==> config.mk <==
export PLATFORM = sky130hd
export DESIGN_NAME = f4_puzzle_gpu
export DESIGN_NICKNAME = d
export VERILOG_FILES = /design/src/rtl/f4_puzzle_gpu.sv
export SDC_FILE = /design/constraint.sdc
export NUM_CORES = 1
export LEC_CHECK = 0
export ABC_AREA = 1
export CORE_UTILIZATION = 30
export DETAILED_ROUTE_END_ITERATION = 6
export PLACE_DENSITY = 0.55
export SYNTH_ARGS = -nofsm -noshare
export SYNTH_HDL_FRONTEND = slang
export SYNTH_SLANG_ARGS = --single-unit
==> constraint.sdc <==
create_clock -name sysclk -period 9.25 [get_ports sysclk]
set_input_delay 0.925 -clock sysclk [delete_from_list [all_inputs] [get_ports sysclk]]
set_output_delay 0.925 -clock sysclk [all_outputs]
set_load 0.02 [all_outputs]
==> src/rtl/f4_puzzle_gpu.sv <==
// N x N row/column-rotation puzzle engine between the VGA mapper and the image ROM.
// Owns cursor, rotation offsets, LFSR shuffle, cursor flash and a 2-stage pixel pipeline.
module f4_puzzle_gpu #(
  parameter int unsigned GRID_BITS     = 4,
  parameter int unsigned PIX_W         = 3,
  parameter int unsigned WIN_X0        = 231,
  parameter int unsigned WIN_X1        = 711,
  parameter int unsigned WIN_Y0        = 36,
  parameter int unsigned WIN_Y1        = 516,
  parameter int unsigned FLASH_BITS    = 25,
  parameter int unsigned SHUFFLE_MOVES = 64,
  parameter logic [15:0] LFSR_SEED     = 16'hACE1
) (
  input  logic                     sysclk,
  input  logic                     rst_n,
  input  logic                     instr_valid,
  input  logic [3:0]               instruction,
  input  logic [21:0]              display_addr,
  input  logic [GRID_BITS-1:0]     mapper_cell_x,
  input  logic [GRID_BITS-1:0]     mapper_cell_y,
  input  logic [PIX_W-1:0]         pixel_data,
  output logic [21:0]              mapper_display_addr,
  output logic [2*GRID_BITS-1:0]   pixel_addr,
  output logic [PIX_W-1:0]         display_data,
  output logic [1:0]               mode,
  output logic                     solved
);

  localparam int unsigned GB    = GRID_BITS;
  localparam int unsigned N     = 2**GRID_BITS;
  localparam int unsigned CNT_W = 17;
  localparam int unsigned CRD_W = 10;

  typedef enum logic [1:0] {
    NAV     = 2'd0,
    SHUFFLE = 2'd1,
    PLAY    = 2'd2
  } mode_e;

  mode_e               r_mode;
  mode_e               w_mode_nxt;
  logic [GB-1:0]       r_cur_x;
  logic [GB-1:0]       r_cur_y;
  logic [GB-1:0]       r_row_off [N];
  logic [GB-1:0]       r_col_off [N];
  logic [15:0]         r_lfsr;
  logic [CNT_W-1:0]    r_shuf_cnt;
  logic [FLASH_BITS-1:0] r_flash;
  logic                r_phase;
  logic                r_solved;
  logic                r_s1_vld;
  logic                r_s1_in_win;
  logic                r_s1_hit;
  logic [2*GB-1:0]     r_pixel_addr;
  logic [PIX_W-1:0]    r_display_data;

  logic                w_move;
  logic                w_cnt_inc;
  logic                w_all_zero;
  logic                w_row_en;
  logic                w_col_en;
  logic [GB-1:0]       w_row_idx;
  logic [GB-1:0]       w_col_idx;
  logic [GB-1:0]       w_step;
  logic [GB-1:0]       w_lfsr_idx;
  logic                w_lfsr_fb;
  logic [CRD_W-1:0]    w_x;
  logic [CRD_W-1:0]    w_y;
  logic                w_in_win;
  logic [GB-1:0]       w_src_x;
  logic [GB-1:0]       w_src_y;

  assign mapper_display_addr = display_addr;
  assign pixel_addr          = r_pixel_addr;
  assign display_data        = r_display_data;
  assign mode                = r_mode;
  assign solved              = r_solved;

  assign w_lfsr_idx = r_lfsr[GB+1:2];
  assign w_lfsr_fb  = r_lfsr[15] ^ r_lfsr[13] ^ r_lfsr[12] ^ r_lfsr[10];

  // Mode sequencing; the extra shuffle move only fires if the last real move left the grid solved.
  always_comb begin
    w_mode_nxt = r_mode;
    w_move     = 1'b0;
    w_cnt_inc  = 1'b0;
    case (r_mode)
      NAV: begin
        if (instr_valid && instruction == 4'd5) w_mode_nxt = SHUFFLE;
      end
      SHUFFLE: begin
        if (r_shuf_cnt < CNT_W'(SHUFFLE_MOVES)) begin
          w_move    = 1'b1;
          w_cnt_inc = 1'b1;
        end else begin
          w_move     = w_all_zero;
          w_mode_nxt = PLAY;
        end
      end
      PLAY: begin
        if (instr_valid && instruction == 4'd5) w_mode_nxt = NAV;
      end
      default: w_mode_nxt = NAV;
    endcase
  end

  always_ff @(posedge sysclk or negedge rst_n) begin
    if (!rst_n) r_mode <= NAV;
    else        r_mode <= w_mode_nxt;
  end

  // Offset update select: shuffle move takes priority; player rotations only in PLAY.
  always_comb begin
    w_row_en  = 1'b0;
    w_col_en  = 1'b0;
    w_row_idx = r_cur_y;
    w_col_idx = r_cur_x;
    w_step    = GB'(1);
    if (w_move) begin
      w_step = r_lfsr[1] ? GB'(1) : '1;
      if (r_lfsr[0]) begin
        w_row_en  = 1'b1;
        w_row_idx = w_lfsr_idx;
      end else begin
        w_col_en  = 1'b1;
        w_col_idx = w_lfsr_idx;
      end
    end else if (instr_valid && r_mode == PLAY) begin
      case (instruction)
        4'd6: w_col_en = 1'b1;
        4'd7: begin w_col_en = 1'b1; w_step = '1; end
        4'd8: w_row_en = 1'b1;
        4'd9: begin w_row_en = 1'b1; w_step = '1; end
        default: ;
      endcase
    end
  end

  always_comb begin
    w_all_zero = 1'b1;
    for (int i = 0; i < N; i++) begin
      if (r_row_off[i] != '0 || r_col_off[i] != '0) w_all_zero = 1'b0;
    end
  end

  always_ff @(posedge sysclk or negedge rst_n) begin
    if (!rst_n) begin
      for (int i = 0; i < N; i++) begin
        r_row_off[i] <= '0;
        r_col_off[i] <= '0;
      end
    end else begin
      if (w_row_en) r_row_off[w_row_idx] <= r_row_off[w_row_idx] + w_step;
      if (w_col_en) r_col_off[w_col_idx] <= r_col_off[w_col_idx] + w_step;
    end
  end

  // Cursor moves wrap naturally at the grid edge.
  always_ff @(posedge sysclk or negedge rst_n) begin
    if (!rst_n) begin
      r_cur_x <= '0;
      r_cur_y <= '0;
    end else if (instr_valid && r_mode != SHUFFLE) begin
      case (instruction)
        4'd1:    r_cur_y <= r_cur_y - GB'(1);
        4'd2:    r_cur_x <= r_cur_x + GB'(1);
        4'd3:    r_cur_x <= r_cur_x - GB'(1);
        4'd4:    r_cur_y <= r_cur_y + GB'(1);
        default: ;
      endcase
    end
  end

  always_ff @(posedge sysclk or negedge rst_n) begin
    if (!rst_n) begin
      r_lfsr     <= LFSR_SEED;
      r_shuf_cnt <= '0;
      r_solved   <= 1'b0;
      r_flash    <= '0;
      r_phase    <= 1'b0;
    end else begin
      if (w_move) r_lfsr <= {r_lfsr[14:0], w_lfsr_fb};
      if (r_mode != SHUFFLE) r_shuf_cnt <= '0;
      else if (w_cnt_inc)    r_shuf_cnt <= r_shuf_cnt + CNT_W'(1);
      r_solved <= (r_mode == PLAY) && w_all_zero;
      r_flash  <= r_flash + FLASH_BITS'(1);
      if (&r_flash) r_phase <= ~r_phase;
    end
  end

  assign w_x      = display_addr[19:10];
  assign w_y      = display_addr[9:0];
  assign w_in_win = (w_x >= CRD_W'(WIN_X0)) && (w_x <= CRD_W'(WIN_X1)) &&
                    (w_y >= CRD_W'(WIN_Y0)) && (w_y <= CRD_W'(WIN_Y1));
  assign w_src_x  = mapper_cell_x + r_row_off[mapper_cell_y];
  assign w_src_y  = mapper_cell_y + r_col_off[w_src_x];

  // S1 address/window/hit stage, S2 colour stage.
  always_ff @(posedge sysclk or negedge rst_n) begin
    if (!rst_n) begin
      r_s1_vld       <= 1'b0;
      r_s1_in_win    <= 1'b0;
      r_s1_hit       <= 1'b0;
      r_pixel_addr   <= '0;
      r_display_data <= '0;
    end else begin
      r_s1_vld     <= 1'b1;
      r_s1_in_win  <= w_in_win;
      r_s1_hit     <= (mapper_cell_x == r_cur_x) && (mapper_cell_y == r_cur_y) &&
                      (r_mode != SHUFFLE);
      r_pixel_addr <= {w_src_y, w_src_x};
      if (!r_s1_vld || !r_s1_in_win)  r_display_data <= '0;
      else if (r_s1_hit && r_phase)   r_display_data <= ~pixel_data;
      else                            r_display_data <= pixel_data;
    end
  end

endmodule
==> flow_metrics.py <==
metrics = {
    "critical_path": {
        "cp_max_fo": 46,
        "crit_required_ns": 9.69,
        "cp.arrival_ns": 5.90,
        "cp_common_cell": "o21ai_0",
        "critPathSlowestCell": "fa_1",
        "path_class": "in -> reg",
        "worst_path_largest_cell_delay_ns": 0.62,
        "cp_cell_sequence": "clkdlybuf4s50_1 -> buf_4 -> inv_1 -> o21ai_0 -> o21ai_0 -> o221ai_1 -> nand2_1 -> ha_1 -> fa_1 -> inv_2 -> o21ai_0 -> o21bai_1 -> a31o_2 -> o21ai_0 -> ha_1 -> a21oi_1 -> nand2_1 -> xor2_1 -> xnor2_1 -> inv_1",
        "r2r_slack_ns": 3.95,
        "path_delay_family": "buffers and inverters",
        "critPathLaunchType": "input pin",
        "path_buf_inv": 5,
        "crit_path_end_kind": "flip-flop",
    },
    "pwr": {
        "p_total_mw": 4.423,
        "p_leak_nw": 6.465,
        "peakVddDrop_v": 0.0002473,
        "p_per_area_nw_per_um2": 305.0,
    },
    "sta": {
        "fin_tns_setup_ns": 0,
        "rsz0062_at_grt": "no",
        "finalHoldViolCount": 0,
        "tightest_slew_ns": 1.007,
        "clock_skew_ns": 0.01268,
        "slew_violations": 0,
        "maxSlewHeadroom_pct": 32.36,
        "finalSetupViolCount": 0,
        "min_period_ns": 5.459,
        "finalCritPeriodShare_pct": 59.02,
        "fin_hold_ws_ns": 0.3416,
        "max_freq_ghz": 0.1832,
        "fin_ws_ns": 3.791,
    },
    "logic_synthesis": {
        "synth_compound_area_share_pct": 15.04,
        "yosysTopAreaCellShare_pct": 40.74,
        "synth-main-ff-cell": "dfrtp_1",
        "ys_warn_count": 0,
        "synth-edff-count": 0,
        "synth_seq_area_share_pct": 42.42,
        "synth_area_leaders": "dfrtp_1, nand2_1, o21ai_0, nor2_1, inv_1",
        "muxShareOfSynthArea_pct": 0,
        "synth.distinct_cells": 57,
        "netlist_area_um2": 12530,
        "synthXorXnorAreaFrac_pct": 3.076,
        "netlist_instances": 1642,
        "synth_top_cell_by_area": "dfrtp_1",
        "async_flop_share_pct": 100.0,
        "synth-adder-area-share_pct": 2.556,
        "synth_simple_gate_area_share_pct": 28.47,
        "syn_area_per_cell_um2": 7.631,
        "synth_top_family_by_area": "simple AND/OR/NAND/NOR gates",
        "syn-num-nets": 1704,
        "ys_ff_latch": 212,
    },
    "finish": {
        "layout_common_cells": "nand2_1, dfrtp_1, nor2_1",
        "drive_gt1_share_pct": 9.187,
        "final_common_cell": "nand2_1",
        "area_growth_pct": 15.73,
        "fin_area_um2": 14500,
        "diodes": 0,
        "fin_util_pct": 35.35,
        "fill_cells": 4284,
        "fin_nets": 1750,
        "fin_cells": 2241,
    },
    "floorplanning": {
        "rows": 74,
        "io-pin-count": 76,
        "fp.dieW_um": 206.4,
        "start_util_pct": 30.55,
        "fp.dieH_um": 206.4,
        "dieArea_um2": 42590,
        "core_area_um2": 41020,
    },
    "cts": {
        "cts_root_buffer": "clkbuf_16",
        "cts_buffers": 27,
        "clockBufferDepth": 3,
        "hold_buffers": 0,
        "cts_tree": "done",
        "cts_max_level": 1,
        "cts_setup_buffers": 0,
        "cts_sinks": 212,
        "insertion_delay_ns": 0.56,
        "path_clk_slew_ns": 0.06,
        "cts_resized": 0,
    },
    "routing": {
        "final_antenna_net_count": 0,
        "drt_wl_total_um": 39490,
        "via_per_inst": 5.031,
        "drc": 0,
        "vias": 11280,
        "drt_pre_antenna_iters": 6,
        "dr.first_iter.drc_count": 879,
        "wl_per_cell_um": 17.62,
    },
    "flow_run": {
        "cap_viol_max_count": 0,
    },
    "global_routing": {
        "grt_max_degree": 75,
        "grtUsageTotal_pct": 19.09,
        "gr-total-overflow": 0,
        "antenna_found_initial": 0,
        "grt_pass1_vias": 10920,
        "grt_pass1_wl_um": 62680,
    },
    "placement": {
        "place_congestion": 0.9382,
        "hpwl_um": 28720,
        "portBuffers": 71,
        "dpl_worst_slack_ns": 3.270,
        "dp_cells": 2191,
        "place_area_um2": 13600,
    },
    "status": {
        "status": "finished clean",
    },
    "min_path": {
        "worstHoldPathType": "in -> async",
    },
}
-- final timing paths --
path                                           from                          to  depth (start not counted)
max in group asynchronous                     rst_n    r_row_off[3]$_DFFE_PN0P_                          2
hold reg to reg                r_flash[0]$_DFF_PN0_        r_flash[0]$_DFF_PN0_                          1
hold / removal                                rst_n  r_shuf_cnt[12]$_DFFE_PN0P_                          1
setup reg to reg           r_row_off[8]$_DFFE_PN0P_   r_col_off[14]$_DFFE_PN0P_                         20
setup / recovery                   mapper_cell_y[0]     pixel_addr[7]$_DFF_PN0_                         20
min in group sysclk            r_flash[0]$_DFF_PN0_        r_flash[0]$_DFF_PN0_                          1
-- final cells by class --
class | instances | area (um2) | area share (%)
multi-input cells | 1187 | 6161 | 42.49
repair buffers | 79 | 775.7 | 5.350
well taps | 532 | 665.6 | 4.591
clock inverters | 12 | 126.4 | 0.8715
inverters | 181 | 679.4 | 4.685
clock buffers | 38 | 777.0 | 5.359
flip-flops and latches | 212 | 5315 | 36.66
-- state kept, by name, indices dropped and copies added (netlist names), 2 cells and up --
signal        cells
r_cur_x           4
mode              2
display_data      3
r_row_off        64
r_shuf_cnt       17
r_col_off        64
r_flash          25
r_cur_y           4
r_lfsr           16
pixel_addr        8
-- worst reg2reg max path, delay by kind of cell (launching register included) --
family / cells / cell delay, ns
buf+inv: 3 / 0.97
flops: 1 / 0.42
simple gates: 13 / 2.19
fa+ha+maj: 1 / 0.44
xor+xnor: 1 / 0.59
compound gates: 2 / 0.58
-- report_power, final --
group          total (mW)  switching [mW]  internal (mW)  leakage [nW]
combinational        2.06            1.50          0.564          3.50
sequential           1.30           0.201           1.09          2.52
clock                1.07           0.425          0.641         0.443
-- routing by layer --
layer,vias up,track usage [%],share of wire [%]
met5,-,0,0
li1,5434,-,-
met2,342,31.93,47
met1,5423,25.43,44
met4,0,5.987,3.0
met3,76,2.491,5.5
-- cell usage after synthesis, types with 2 or more instances --
| cell type | n |
|---|---|
| clkbuf_1 | 26 |
| dfstp_2 | 8 |
| buf_4 | 24 |
| a31o_2 | 2 |
| inv_2 | 13 |
| a31oi_1 | 3 |
| fa_1 | 6 |
| nand4_1 | 8 |
| a22oi_1 | 2 |
| ha_1 | 16 |
| nor2_1 | 184 |
| o21ai_4 | 5 |
| nand3_2 | 23 |
| a21oi_1 | 64 |
| a21oi_2 | 2 |
| nand2_4 | 8 |
| buf_2 | 4 |
| o22ai_1 | 26 |
| xnor2_1 | 16 |
| o21bai_1 | 2 |
| dfrtp_1 | 204 |
| nor2_2 | 8 |
| o21ai_1 | 19 |
| nor4_1 | 4 |
| nor3_1 | 8 |
| nand2_1 | 406 |
| nand3_4 | 2 |
| inv_1 | 168 |
| nor2_4 | 6 |
| nand2_2 | 18 |
| o211ai_1 | 3 |
| nor2_8 | 2 |
| o221ai_1 | 5 |
| nand3_1 | 105 |
| a211oi_1 | 3 |
| a32o_1 | 5 |
| o21ai_0 | 173 |
| xor2_1 | 28 |
| a221oi_1 | 2 |
| o31ai_1 | 2 |
| buf_6 | 6 |
| o2111ai_1 | 6 |
| nor3_2 | 3 |
-- cell families after synthesis --
kind of cell    Yosys count
other cells               1
compound gates          329
simple gates            791
flops                   212
buf+inv                 243
fa+ha+maj                22
xor+xnor                 44
Note: power is estimated with default switching activity, not from simulation.
